$ cat config.mk
export PLATFORM = sky130hd
export DESIGN_NAME = mux_arbiter_flat
export DESIGN_NICKNAME = d
export VERILOG_FILES = /design/src/rtl/mux_arb_pkg.sv /design/src/rtl/mux_arbiter_if.sv /design/src/rtl/mux_arbiter_rr_pick.sv /design/src/rtl/mux_arbiter.sv /design/src/flat_wrapper.sv
export SDC_FILE = /design/constraint.sdc
export NUM_CORES = 1
export LEC_CHECK = 0
export BUFFER_PORTS_ARGS = -buffer_cell sky130_fd_sc_hd__buf_4
export CORE_AREA = 3 3 40 42
export CTS_BUF_LIST = sky130_fd_sc_hd__clkbuf_16
export CTS_CLUSTER_DIAMETER = 120
export CTS_CLUSTER_SIZE = 20
export DETAILED_ROUTE_END_ITERATION = 7
export DIE_AREA = 0 0 43 45
export PLACE_DENSITY = 0.4
export SYNTH_ARGS = -nofsm -noshare
export SYNTH_HDL_FRONTEND = slang
export SYNTH_HIERARCHICAL = 1
export SYNTH_SLANG_ARGS = --single-unit
export TNS_END_PERCENT = 1
$ cat constraint.sdc
create_clock -name clk -period 4.3 [get_ports clk]
set_input_delay 0.215 -clock clk [delete_from_list [all_inputs] [get_ports clk]]
set_output_delay 0.215 -clock clk [all_outputs]
set_load 0.03 [all_outputs]
$ cat src/rtl/mux_arb_pkg.sv
// mux_arb_pkg
// Shared types and helpers for the round-robin mux arbiter.
//   arb_state_t   : FSM encoding (IDLE, GRANT)
//   MAX_REQ       : upper bound on the number of requesters
//   onehot_to_idx : converts a one-hot vector (MAX_REQ wide) to its bit index
package mux_arb_pkg;

  typedef enum logic {
    IDLE  = 1'b0,
    GRANT = 1'b1
  } arb_state_t;

  localparam int MAX_REQ = 16;
  localparam int IDX_W   = $clog2(MAX_REQ);

  // OR-reduction form keeps this a flat mux tree; a zero vector maps to 0.
  function automatic logic [IDX_W-1:0] onehot_to_idx(input logic [MAX_REQ-1:0] oh);
    logic [IDX_W-1:0] idx;
    idx = '0;
    for (int i = 0; i < MAX_REQ; i++) begin
      if (oh[i]) begin
        idx = idx | IDX_W'(i);
      end
    end
    return idx;
  endfunction

endpackage

$ cat src/rtl/mux_arbiter_if.sv
// mux_arbiter_if
// Request/grant bundle between N requesters and the mux arbiter.
//   req       : request vector, one bit per requester (requester side drives)
//   gnt       : one-hot or zero grant vector (arbiter drives)
//   sel       : mux select, index of current or last owner (arbiter drives)
//   sel_valid : high while some requester owns the mux (arbiter drives)
//   busy      : high while the arbiter FSM is in GRANT (arbiter drives)
// Modports: master = requester side, slave = arbiter side.
interface mux_arbiter_if #(
  parameter int N_REQ = 2,
  parameter int SEL_W = $clog2(N_REQ)
) ();

  logic [N_REQ-1:0] req;
  logic [N_REQ-1:0] gnt;
  logic [SEL_W-1:0] sel;
  logic             sel_valid;
  logic             busy;

  modport master (
    output req,
    input  gnt,
    input  sel,
    input  sel_valid,
    input  busy
  );

  modport slave (
    input  req,
    output gnt,
    output sel,
    output sel_valid,
    output busy
  );

endinterface

$ cat src/rtl/mux_arbiter_rr_pick.sv
// rr_pick
// Purely combinational round-robin picker.
//   req  : request vector
//   last : index of the last owner
//   pick : first requester at or above (last + 1) mod N_REQ, with wrap-around
//   any  : high when any request bit is set
module rr_pick
  import mux_arb_pkg::*;
#(
  parameter int N_REQ = 2,
  parameter int SEL_W = $clog2(N_REQ)
) (
  input  logic [N_REQ-1:0] req,
  input  logic [SEL_W-1:0] last,
  output logic [SEL_W-1:0] pick,
  output logic             any
);

  logic [N_REQ-1:0]   hi_oh;
  logic [N_REQ-1:0]   lo_oh;
  logic [MAX_REQ-1:0] pick_oh;

  // Scanning downward lets the lowest matching index overwrite the others.
  // hi_oh holds the first request above the last owner; lo_oh holds the
  // lowest request overall, used when the search has to wrap around.
  always_comb begin
    hi_oh   = '0;
    lo_oh   = '0;
    pick_oh = '0;
    for (int i = N_REQ - 1; i >= 0; i--) begin
      if (req[i]) begin
        lo_oh    = '0;
        lo_oh[i] = 1'b1;
        if (i > int'(last)) begin
          hi_oh    = '0;
          hi_oh[i] = 1'b1;
        end
      end
    end
    pick_oh[N_REQ-1:0] = (|hi_oh) ? hi_oh : lo_oh;
  end

  assign pick = SEL_W'(onehot_to_idx(pick_oh));
  assign any  = |req;

endmodule

$ cat src/rtl/mux_arbiter.sv
// mux_arbiter
// Round-robin arbiter owning the select line of a shared N:1 mux.
// Grants are held while the owner keeps requesting; on release the next
// requester is handed the mux at the same edge.
//   clk   : clock, rising edge
//   rst_n : asynchronous active-low reset
//   bus   : mux_arbiter_if.slave (req in; gnt, sel, sel_valid, busy out)
// Optional feature: define MUX_ARB_BURST_LIMIT_EN to force rotation after
// MAX_BURST consecutive grant cycles while other requesters are waiting.
module mux_arbiter
  import mux_arb_pkg::*;
#(
  parameter int N_REQ     = 2,
  parameter int MAX_BURST = 8,
  parameter int SEL_W     = $clog2(N_REQ)
) (
  input logic         clk,
  input logic         rst_n,
  mux_arbiter_if.slave bus
);

  if (N_REQ < 2 || N_REQ > MAX_REQ || MAX_BURST < 1 || MAX_BURST > 255) begin : g_bad_cfg
    $error("mux_arbiter: parameter out of range");
  end

  arb_state_t       state_q, state_d;
  logic [N_REQ-1:0] gnt_q, gnt_d;
  logic [SEL_W-1:0] sel_q, sel_d;
  logic [SEL_W-1:0] last_q, last_d;
  logic [SEL_W-1:0] pick_idx;
  logic             pick_any;
  logic             owner_req;
  logic             others;
  logic             rotate;

  rr_pick #(
    .N_REQ (N_REQ),
    .SEL_W (SEL_W)
  ) u_pick (
    .req  (bus.req),
    .last (last_q),
    .pick (pick_idx),
    .any  (pick_any)
  );

  assign owner_req = bus.req[last_q];
  assign others    = |(bus.req & ~gnt_q);

`ifdef MUX_ARB_BURST_LIMIT_EN
  logic [7:0] burst_q, burst_d;

  // The current grant cycle counts toward the burst, so the owner gets
  // exactly MAX_BURST cycles before a waiting requester takes over.
  assign rotate = ({1'b0, burst_q} + 9'd1 >= 9'(MAX_BURST)) && others;
`else
  assign rotate = 1'b0;
`endif

  // Next-state logic: IDLE grants any request, GRANT holds, hands over
  // directly to the next pick, or falls back to IDLE keeping sel.
  always_comb begin
    state_d = state_q;
    gnt_d   = gnt_q;
    sel_d   = sel_q;
    last_d  = last_q;
`ifdef MUX_ARB_BURST_LIMIT_EN
    burst_d = burst_q;
`endif
    case (state_q)
      IDLE: begin
        if (pick_any) begin
          state_d = GRANT;
          gnt_d   = {{(N_REQ-1){1'b0}}, 1'b1} << pick_idx;
          sel_d   = pick_idx;
          last_d  = pick_idx;
`ifdef MUX_ARB_BURST_LIMIT_EN
          burst_d = '0;
`endif
        end
      end
      GRANT: begin
        if (owner_req && !rotate) begin
`ifdef MUX_ARB_BURST_LIMIT_EN
          burst_d = (burst_q >= 8'(MAX_BURST)) ? burst_q : burst_q + 8'd1;
`endif
        end else if (others) begin
          gnt_d   = {{(N_REQ-1){1'b0}}, 1'b1} << pick_idx;
          sel_d   = pick_idx;
          last_d  = pick_idx;
`ifdef MUX_ARB_BURST_LIMIT_EN
          burst_d = '0;
`endif
        end else begin
          state_d = IDLE;
          gnt_d   = '0;
        end
      end
      default: begin
        state_d = IDLE;
        gnt_d   = '0;
      end
    endcase
  end

  // Last-owner pointer resets to N_REQ-1 so requester 0 is picked first.
  always_ff @(posedge clk or negedge rst_n) begin
    if (!rst_n) begin
      state_q <= IDLE;
      gnt_q   <= '0;
      sel_q   <= '0;
      last_q  <= SEL_W'(N_REQ - 1);
`ifdef MUX_ARB_BURST_LIMIT_EN
      burst_q <= '0;
`endif
    end else begin
      state_q <= state_d;
      gnt_q   <= gnt_d;
      sel_q   <= sel_d;
      last_q  <= last_d;
`ifdef MUX_ARB_BURST_LIMIT_EN
      burst_q <= burst_d;
`endif
    end
  end

  // sel_valid and busy decode the state flop only; GRANT always has one gnt bit.
  assign bus.gnt       = gnt_q;
  assign bus.sel       = sel_q;
  assign bus.sel_valid = (state_q == GRANT);
  assign bus.busy      = (state_q == GRANT);

endmodule

$ cat src/flat_wrapper.sv
// flat-port wrapper written by rule: the top's interface ports become plain ports
module mux_arbiter_flat import mux_arb_pkg::*;
#(
  parameter int N_REQ     = 2,
  parameter int MAX_BURST = 8,
  parameter int SEL_W     = $clog2(N_REQ)
)
  (clk, rst_n, bus_req, bus_gnt, bus_sel, bus_sel_valid, bus_busy);
  mux_arbiter_if #(.N_REQ(N_REQ), .SEL_W(SEL_W)) bus_i ();
  input logic clk;
  input logic rst_n;
  input wire logic [$bits(bus_i.req)-1:0] bus_req;
  output wire logic [$bits(bus_i.gnt)-1:0] bus_gnt;
  output wire logic [$bits(bus_i.sel)-1:0] bus_sel;
  output wire logic [$bits(bus_i.sel_valid)-1:0] bus_sel_valid;
  output wire logic [$bits(bus_i.busy)-1:0] bus_busy;
  assign bus_i.req = bus_req;
  assign bus_gnt = bus_i.gnt;
  assign bus_sel = bus_i.sel;
  assign bus_sel_valid = bus_i.sel_valid;
  assign bus_busy = bus_i.busy;
  mux_arbiter #(.N_REQ(N_REQ), .MAX_BURST(MAX_BURST), .SEL_W(SEL_W)) u_core (.clk(clk), .rst_n(rst_n), .bus(bus_i));
endmodule
==> results.md, run 1 <==
- Root buffer cell: clkbuf_16
- Crit end category: flip-flop
- Crit path from: u_core/last_q
- Clock net sink count: 5
- Antenna Nets Post-Route: 0
- GRT Overall Usage: a little under a tenth
- Largest net degree at the start of global routing: 13
- LEAKAGE: around 0.21 nW
- I/O Pins: 9
- Leading area contributor after synthesis: dfrtp_1
- Layout Skew: around 0.0026 ns
- Setup TNS: 0 ns
- Post-synth top area share: between 30% and 40%
- Rel. slew slack: between 70% and 80%
- Tmin final: about 1.5 ns
- Min-Delay Path Class: input pin to async pin
- Post-synth EDFFs: 0
- Combinational family with the most area after synthesis: compound AO/OA/AOI/OAI gates
- Setup Crit Path Kind: flip-flop to flip-flop
- R2R Setup Slk: around 2.8 ns
- Multiplexer share of the synthesized area: between 10 and 15%
- 1st-iter DRT viols: 14
- Outcome: finished, final reports clean
- Synth warn: 6
- Worst setup path end: u_core/bus.gnt[0]
- Power density cells: approximately 910 nW/µm²
- Core area: roughly 1300 µm²
- Syn_nets: 34
- Share of layout cells above drive strength 1: around two fifths
- Final setup violating endpoints: 0
- Post-CTS sizing: 0
- WL final: about 720 µm
- Core Util, Final: roughly 37%
- Total of max-cap violations: 0
- Worst vdd ir: a little under 500 µV
- Synth area leaders: dfrtp_1 (31%), dfstp_2 (8.3%), a21oi_4 (5.1%), inv_1 (4.7%), mux2_4 (4.7%)
- Crit path max fanout: 4
- Clock Latency Late Sink: 0.23 ns
- Commonest cells in the netlist: dfrtp_1 (4), inv_1 (4), nand2b_1 (2), nand4_1 (2), o211ai_1 (2)
- Post-CTS Setup Inserts: 0
- Compound-Gate Fraction of Synth Area: roughly a quarter
- Req. time, crit path: 4.41 ns
- Synthesis-to-layout area growth: 48.8%
- CTS clk-pin slew, worst paths: 0.03 ns
- Synthesized area per cell: 10.6 µm²
- Fin. max-slew vios: 0
- # rows: 13
- Total power: ~0.43 mW
- Post-Layout Cell Count: 56
- # port buffers: 8
- TritonCTS Buffers: 3
- Post-Synth Adder-Cell Area: 0%
- Placed Area: around 380 µm²
- Vias in the first global route: between 200 and 300
- Origin of the critical flop-to-flop path: u_core/last_q
- CTS max path bufs: 2
- Antenna Cells: 0
- Post-Synth Simple-Gate Area: between 10 and 15%
- Gpl congestion: 0.730
- Initial antenna violation count: 0
- Syn Inst Count: 30
- Final Hold Fails: 0
- R2R Path End: u_core/bus.gnt[0]
- XOR/XNOR Fraction of Synth Area: 0%
- Worst Max-Slew Pin Slew: ~0.42 ns
- Vias: approximately 280
- Post-synthesis sequential area ratio: between 30% and 40%
- Worst EP arrival: about 1.6 ns
- Highest clock rate: approximately 0.67 GHz
- Hold Worst Slack: 0.327 ns
- Post-synth ARST share: 100%
- RSZ-0062 raised after global routing: no
- Post-Place Setup Slack: about 2.8 ns
- Synthesized area: approximately 320 µm²
- Die Ht: around 45 µm
- Final instance area: between 400 and 500 µm²
- Cells after DPL: 51
- Period utilisation layout: 34.7%
- Die W: between 40 and 50 µm
- Clock H-tree levels: 1
- Final WS setup: 2.81 ns
- Post-DP HPWL: between 400 and 500 µm
- DRC: 0
- First-pass GRT wire length: roughly 1200 µm
- WL per Instance: approximately 13 µm
- Synth Flop Type: dfrtp_1
- Flops & latches, synth: 5
- Average vias per placed instance: about 4.9
- Starting density of the core: around 25%
- Startpoint class of the critical path: flip-flop
- R2R cell count: 3
- Initial DRT Pass Iterations: 4
- Final nets: 46
- Yosys cell types: 21
- Die area: approximately 1900 µm²
- Grt ovf: 0
- CTS tree: done
## logic make-up (layout without fill, tap and decap cells)
| group | Yosys count | after routing |
|---|---|---|
| compound gates | 9 | 9 |
| simple gates | 7 | 7 |
| buf+inv | 6 | 17 |
| flops | 5 | 5 |
| mux | 3 | 3 |
## how the worst min path moves through the flow
| stage | startpoint | to | slack [ns] | depth (start not counted) |
|---|---|---|---|---|
| global placement | rst_n | u_core/bus.gnt[1] | 0.02 | 1 |
| finish | rst_n | u_core/bus.gnt[0] | 0.33 | 2 |
| floorplan | rst_n | u_core/bus.busy | -0.08 | 0 |
| detailed placement | rst_n | u_core/bus.gnt[1] | 0.02 | 1 |
| global route | rst_n | u_core/bus.gnt[0] | 0.36 | 2 |
| CTS | rst_n | u_core/bus.gnt[0] | 0.33 | 2 |
## registers in the layout (all words and copies together) (netlist names)
signal	cells
u_core/bus.busy	1
u_core/bus.gnt	2
u_core/bus.sel	1
u_core/last_q	1
## layout make-up
class | instances | area [µm²]
timing repair buffer | 9 | 70.1
fill | 135 | 812
clock buffer | 3 | 75.1
clock inverter | 1 | 3.75
inverter | 4 | 15.0
tap | 15 | 18.8
sequential | 5 | 126
multi-input combinational | 19 | 164
## report_power, final
| part | internal [mW] | total [mW] | switching [mW] |
|---|---|---|---|
| clock network | 0.120 | 0.149 | 0.0291 |
| registers | 0.0735 | 0.103 | 0.0300 |
| logic | 0.0799 | 0.176 | 0.0959 |
| total | 0.274 | 0.429 | 0.155 |
## critical path, cell delays in order, from the launching register on
cell and delay (ns):
dfstp_2 0.56, mux2i_2 0.37, a21oi_4 0.13, mux2_4 0.31
## what timing repair did
| item | CTS | global route |
|---|---|---|
| endpoints found under the setup margin | 0 | 0 |
| hold buffers | 1 | 0 |
| endpoints found under the hold margin | 5 | 0 |
## cell usage in the layout (no fill, tap or decap)
cell,synthesis,final
o211ai_1,2,2
a21oi_4,1,1
clkbuf_16,0,3
dfrtp_1,4,4
mux2_4,1,1
dlygate4sd3_1,0,1
a31o_1,1,1
nor2_1,1,1
nand2b_1,2,2
a31oi_1,1,1
nor2b_2,1,1
mux2i_1,1,1
a21boi_1,1,1
a211o_1,1,1
nand4_1,2,2
a41oi_1,1,1
buf_4,1,8
dfstp_2,1,1
a211o_2,1,1
inv_1,4,5
or2_1,1,1
mux2i_2,1,1
## per-layer routing
metal / part of all wire (%) / vias to the layer above / global-route usage [%]
li1: - / 131 / -
met1: 43 / 135 / 9.56
met2: 46 / 9 / 12.9
met3: 11 / 0 / 8.37
met4: 0 / 0 / 3.61
met5: 0 / - / 0
Note: power is estimated with default switching activity, not from simulation.
==> run 2: changes to the inputs <==
--- a/config.mk
+++ b/config.mk
@@ -5,6 +5,7 @@
 export SDC_FILE = /design/constraint.sdc
 export NUM_CORES = 1
 export LEC_CHECK = 0
+export ABC_AREA = 1
 export BUFFER_PORTS_ARGS = -buffer_cell sky130_fd_sc_hd__buf_4
 export CORE_AREA = 3 3 40 42
 export CTS_BUF_LIST = sky130_fd_sc_hd__clkbuf_16
@@ -12,7 +13,7 @@
 export CTS_CLUSTER_SIZE = 20
 export DETAILED_ROUTE_END_ITERATION = 7
 export DIE_AREA = 0 0 43 45
-export PLACE_DENSITY = 0.4
+export PLACE_DENSITY = 0.39
 export SYNTH_ARGS = -nofsm -noshare
 export SYNTH_HDL_FRONTEND = slang
 export SYNTH_HIERARCHICAL = 1
==> constraint.sdc (replaced) <==
create_clock -name clk -period 1.5 [get_ports clk]
set_input_delay 0.075 -clock clk [delete_from_list [all_inputs] [get_ports clk]]
set_output_delay 0.075 -clock clk [all_outputs]
set_load 0.03 [all_outputs]
==> results.md, run 2 <==
- Outcome: finished, final reports clean
- Hold Worst Slack: between 0.15 and 0.2 ns
- Antenna Cells: 0
- Synth Flop Type: dfrtp_1
- Flops & latches, synth: 5
- Synthesized area per cell: about 6.8 µm²
- Synthesized area: between 300 and 400 µm²
- Post-synthesis sequential area ratio: 41.2%
- Cell with the most instances after synthesis: nand2_1
- Core area: approximately 1300 µm²
- WL per Instance: approximately 8.6 µm
- Share of layout cells above drive strength 1: about 33%
- Gpl congestion: about 0.67
- Final setup violating endpoints: 0
- Root buffer cell: clkbuf_16
- Die area: 1940 µm²
- Total of max-cap violations: 0
- # rows: 13
- LEAKAGE: roughly 0.27 nW
- Post-CTS Setup Inserts: 0
- Tmin final: around 1.1 ns
- Multi-input gate area: approximately 140 µm²
- Leading area contributor after synthesis: dfrtp_1
- Synth warn: 6
- Crit-path most repeated cell: nand2_2
- Final nets: just over 60
- Most common cell after layout, fill and taps aside: nand2_1
- Setup TNS: 0 ns
- Initial antenna violation count: 0
- Setup Crit Path Kind: flip-flop to flip-flop
- Metal1 wirelength: just over 300 µm
- Die W: ~43 µm
- Crit path max fanout: 5
- Worst Max-Slew Pin Slew: approximately 0.23 ns
- Worst EP arrival: 1.25 ns
- GRT Overall Usage: under 10%
- Syn_nets: 49
- Post-synth ARST share: 100%
- Cells after DPL: 67
- Rel. slew slack: between 80% and 90%
- CTS max path bufs: 2
- Startpoint class of the critical path: flip-flop
- TritonCTS Buffers: 3
- Total power: 1.15 mW
- Layout Skew: 0.00161 ns
- Slowest CP cell: dfstp_2
- Worst vdd ir: around 950 µV
- DRC: 0
- Period utilisation layout: approximately three quarters
- Top routing layer in use: met4
- Met2 Wirelength: 248 µm
- RSZ-0062 raised after global routing: no
- CTS clk-pin slew, worst paths: around 0.03 ns
- I/O Pins: 9
- Synthesis-to-layout area growth: 52.2%
- Syn Inst Count: 45
- Fin. max-slew vios: 0
- Final Hold Fails: 0
- Vias: between 200 and 300
- Vias in the first global route: between 200 and 300
- Power density cells: roughly 2500 nW/µm²
- Post-synth top area share: between 30% and 40%
- Post-synth EDFFs: 0
- First-pass GRT wire length: 1110 µm
- Clock H-tree levels: 1
- Synth area leaders: dfrtp_1 (33%), nand2_1 (20%), dfstp_2 (8.6%), inv_1 (7.3%), nand2_2 (6.1%)
- # port buffers: 8
- Max reg flops: 2
- Yosys cell types: 13
- Crit end category: flip-flop
- Clock Latency Late Sink: 0.23 ns
- Grt ovf: 0
- Average vias per placed instance: about 4.0
- CTS tree: done
- Clock net sink count: 5
- Crit path cell chain: inv_2 -> nand2_2 -> nand3_2 -> nand2_2 -> inv_2 -> nand2_2 -> nand2_1
- Largest net degree at the start of global routing: 8
- Starting density of the core: a little under a quarter
- Req. time, crit path: around 1.6 ns
- Antenna Nets Post-Route: 0
- Sequential cell area: between 100 and 150 µm²
- Fillers: approximately 140
- Initial DRT Pass Iterations: 2
- Metal3 WL: ~44 µm
- Post-Layout Cell Count: slightly above 70
- 1st-iter DRT viols: 8
- Crit path largest cell delay: between 0.5 and 0.6 ns
- Die Ht: between 40 and 50 µm
- Post-DP HPWL: about 490 µm
- Commonest cells in the netlist: nand2_1 (16), inv_1 (6), dfrtp_1 (4)
- Commonest cells after routing, fill and taps aside: nand2_1 (16), buf_4 (8), inv_1 (7)
- Min-Delay Path Class: input pin to async pin
- Highest clock rate: ~0.9 GHz
- WL final: approximately 620 µm
run 2: cell types whose count changed in the layout (fill, tap and decap cells not counted), moves of 3 or more:
cell / previous run / this run
inv_2: 0 / 3
nand2_2: 0 / 3
nand3_1: 0 / 3
nand2_1: 0 / 16
run 2: metal layers:
layer	up-vias	track usage, %
li1	157	-
met1	119	10.3
met5	-	0
met2	9	10.8
met4	0	7.23
met3	2	3.98
run 2: report_power, final:
part / internal (mW) / switching, mW / total [mW]
Clock: 0.345 / 0.0853 / 0.430
Sequential: 0.206 / 0.0620 / 0.268
Combinational: 0.164 / 0.287 / 0.451
run 2: through the flow:
step                setup WS (ns)  cell area (µm²)  utilization, %
floorplan                   0.378              307               -
global placement            0.363              378            29.4
detailed placement          0.372              378            29.4
CTS                         0.364              467            36.3
global route                0.278              467            36.3
finish                      0.367              467            36.3
run 2: final cells by class:
type | count | area share, %
multi-input combinational | 30 | 29.8
sequential | 5 | 27.1
timing repair buffer | 9 | 15.0
clock inverter | 1 | 0.804
clock buffer | 3 | 16.1
tap | 15 | 4.02
inverter | 9 | 7.24
run 2: worst paths after layout:
| check | start | end | slack (ns) | depth (start not counted) |
|---|---|---|---|---|
| worst min-delay path | rst_n | u_core/bus.gnt[0] | 0.19 | 2 |
| max in group asynchronous | rst_n | u_core/last_q | 1.12 | 2 |
| min in group clk | bus_req[0] | u_core/bus.busy | 0.22 | 5 |
| worst min register to register | u_core/bus.sel | u_core/bus.sel | 0.47 | 2 |
| worst max-delay path | u_core/last_q | u_core/bus.sel | 0.37 | 7 |
| worst max register to register | u_core/last_q | u_core/bus.sel | 0.37 | 7 |
run 2: what timing repair did:
item,in CTS,in global routing
hold buffers,1,0
hold endpoints to repair,5,0
gates resized for setup,0,0
run 2: cell families (layout without fill, tap and decap cells):
family	Yosys count	in the layout	share of synthesized area, %
and+or+nand+nor	29	29	43.7
buffers and inverters	10	22	13.5
AOI/OAI and AO/OA	1	1	1.63
DFF	5	5	41.2
run 2: critical path, delay by kind of cell (launching register included):
| kind | cells | cell delay, ns |
|---|---|---|
| buf+inv | 2 | 0.09 |
| simple gates | 5 | 0.36 |
| flops | 1 | 0.56 |
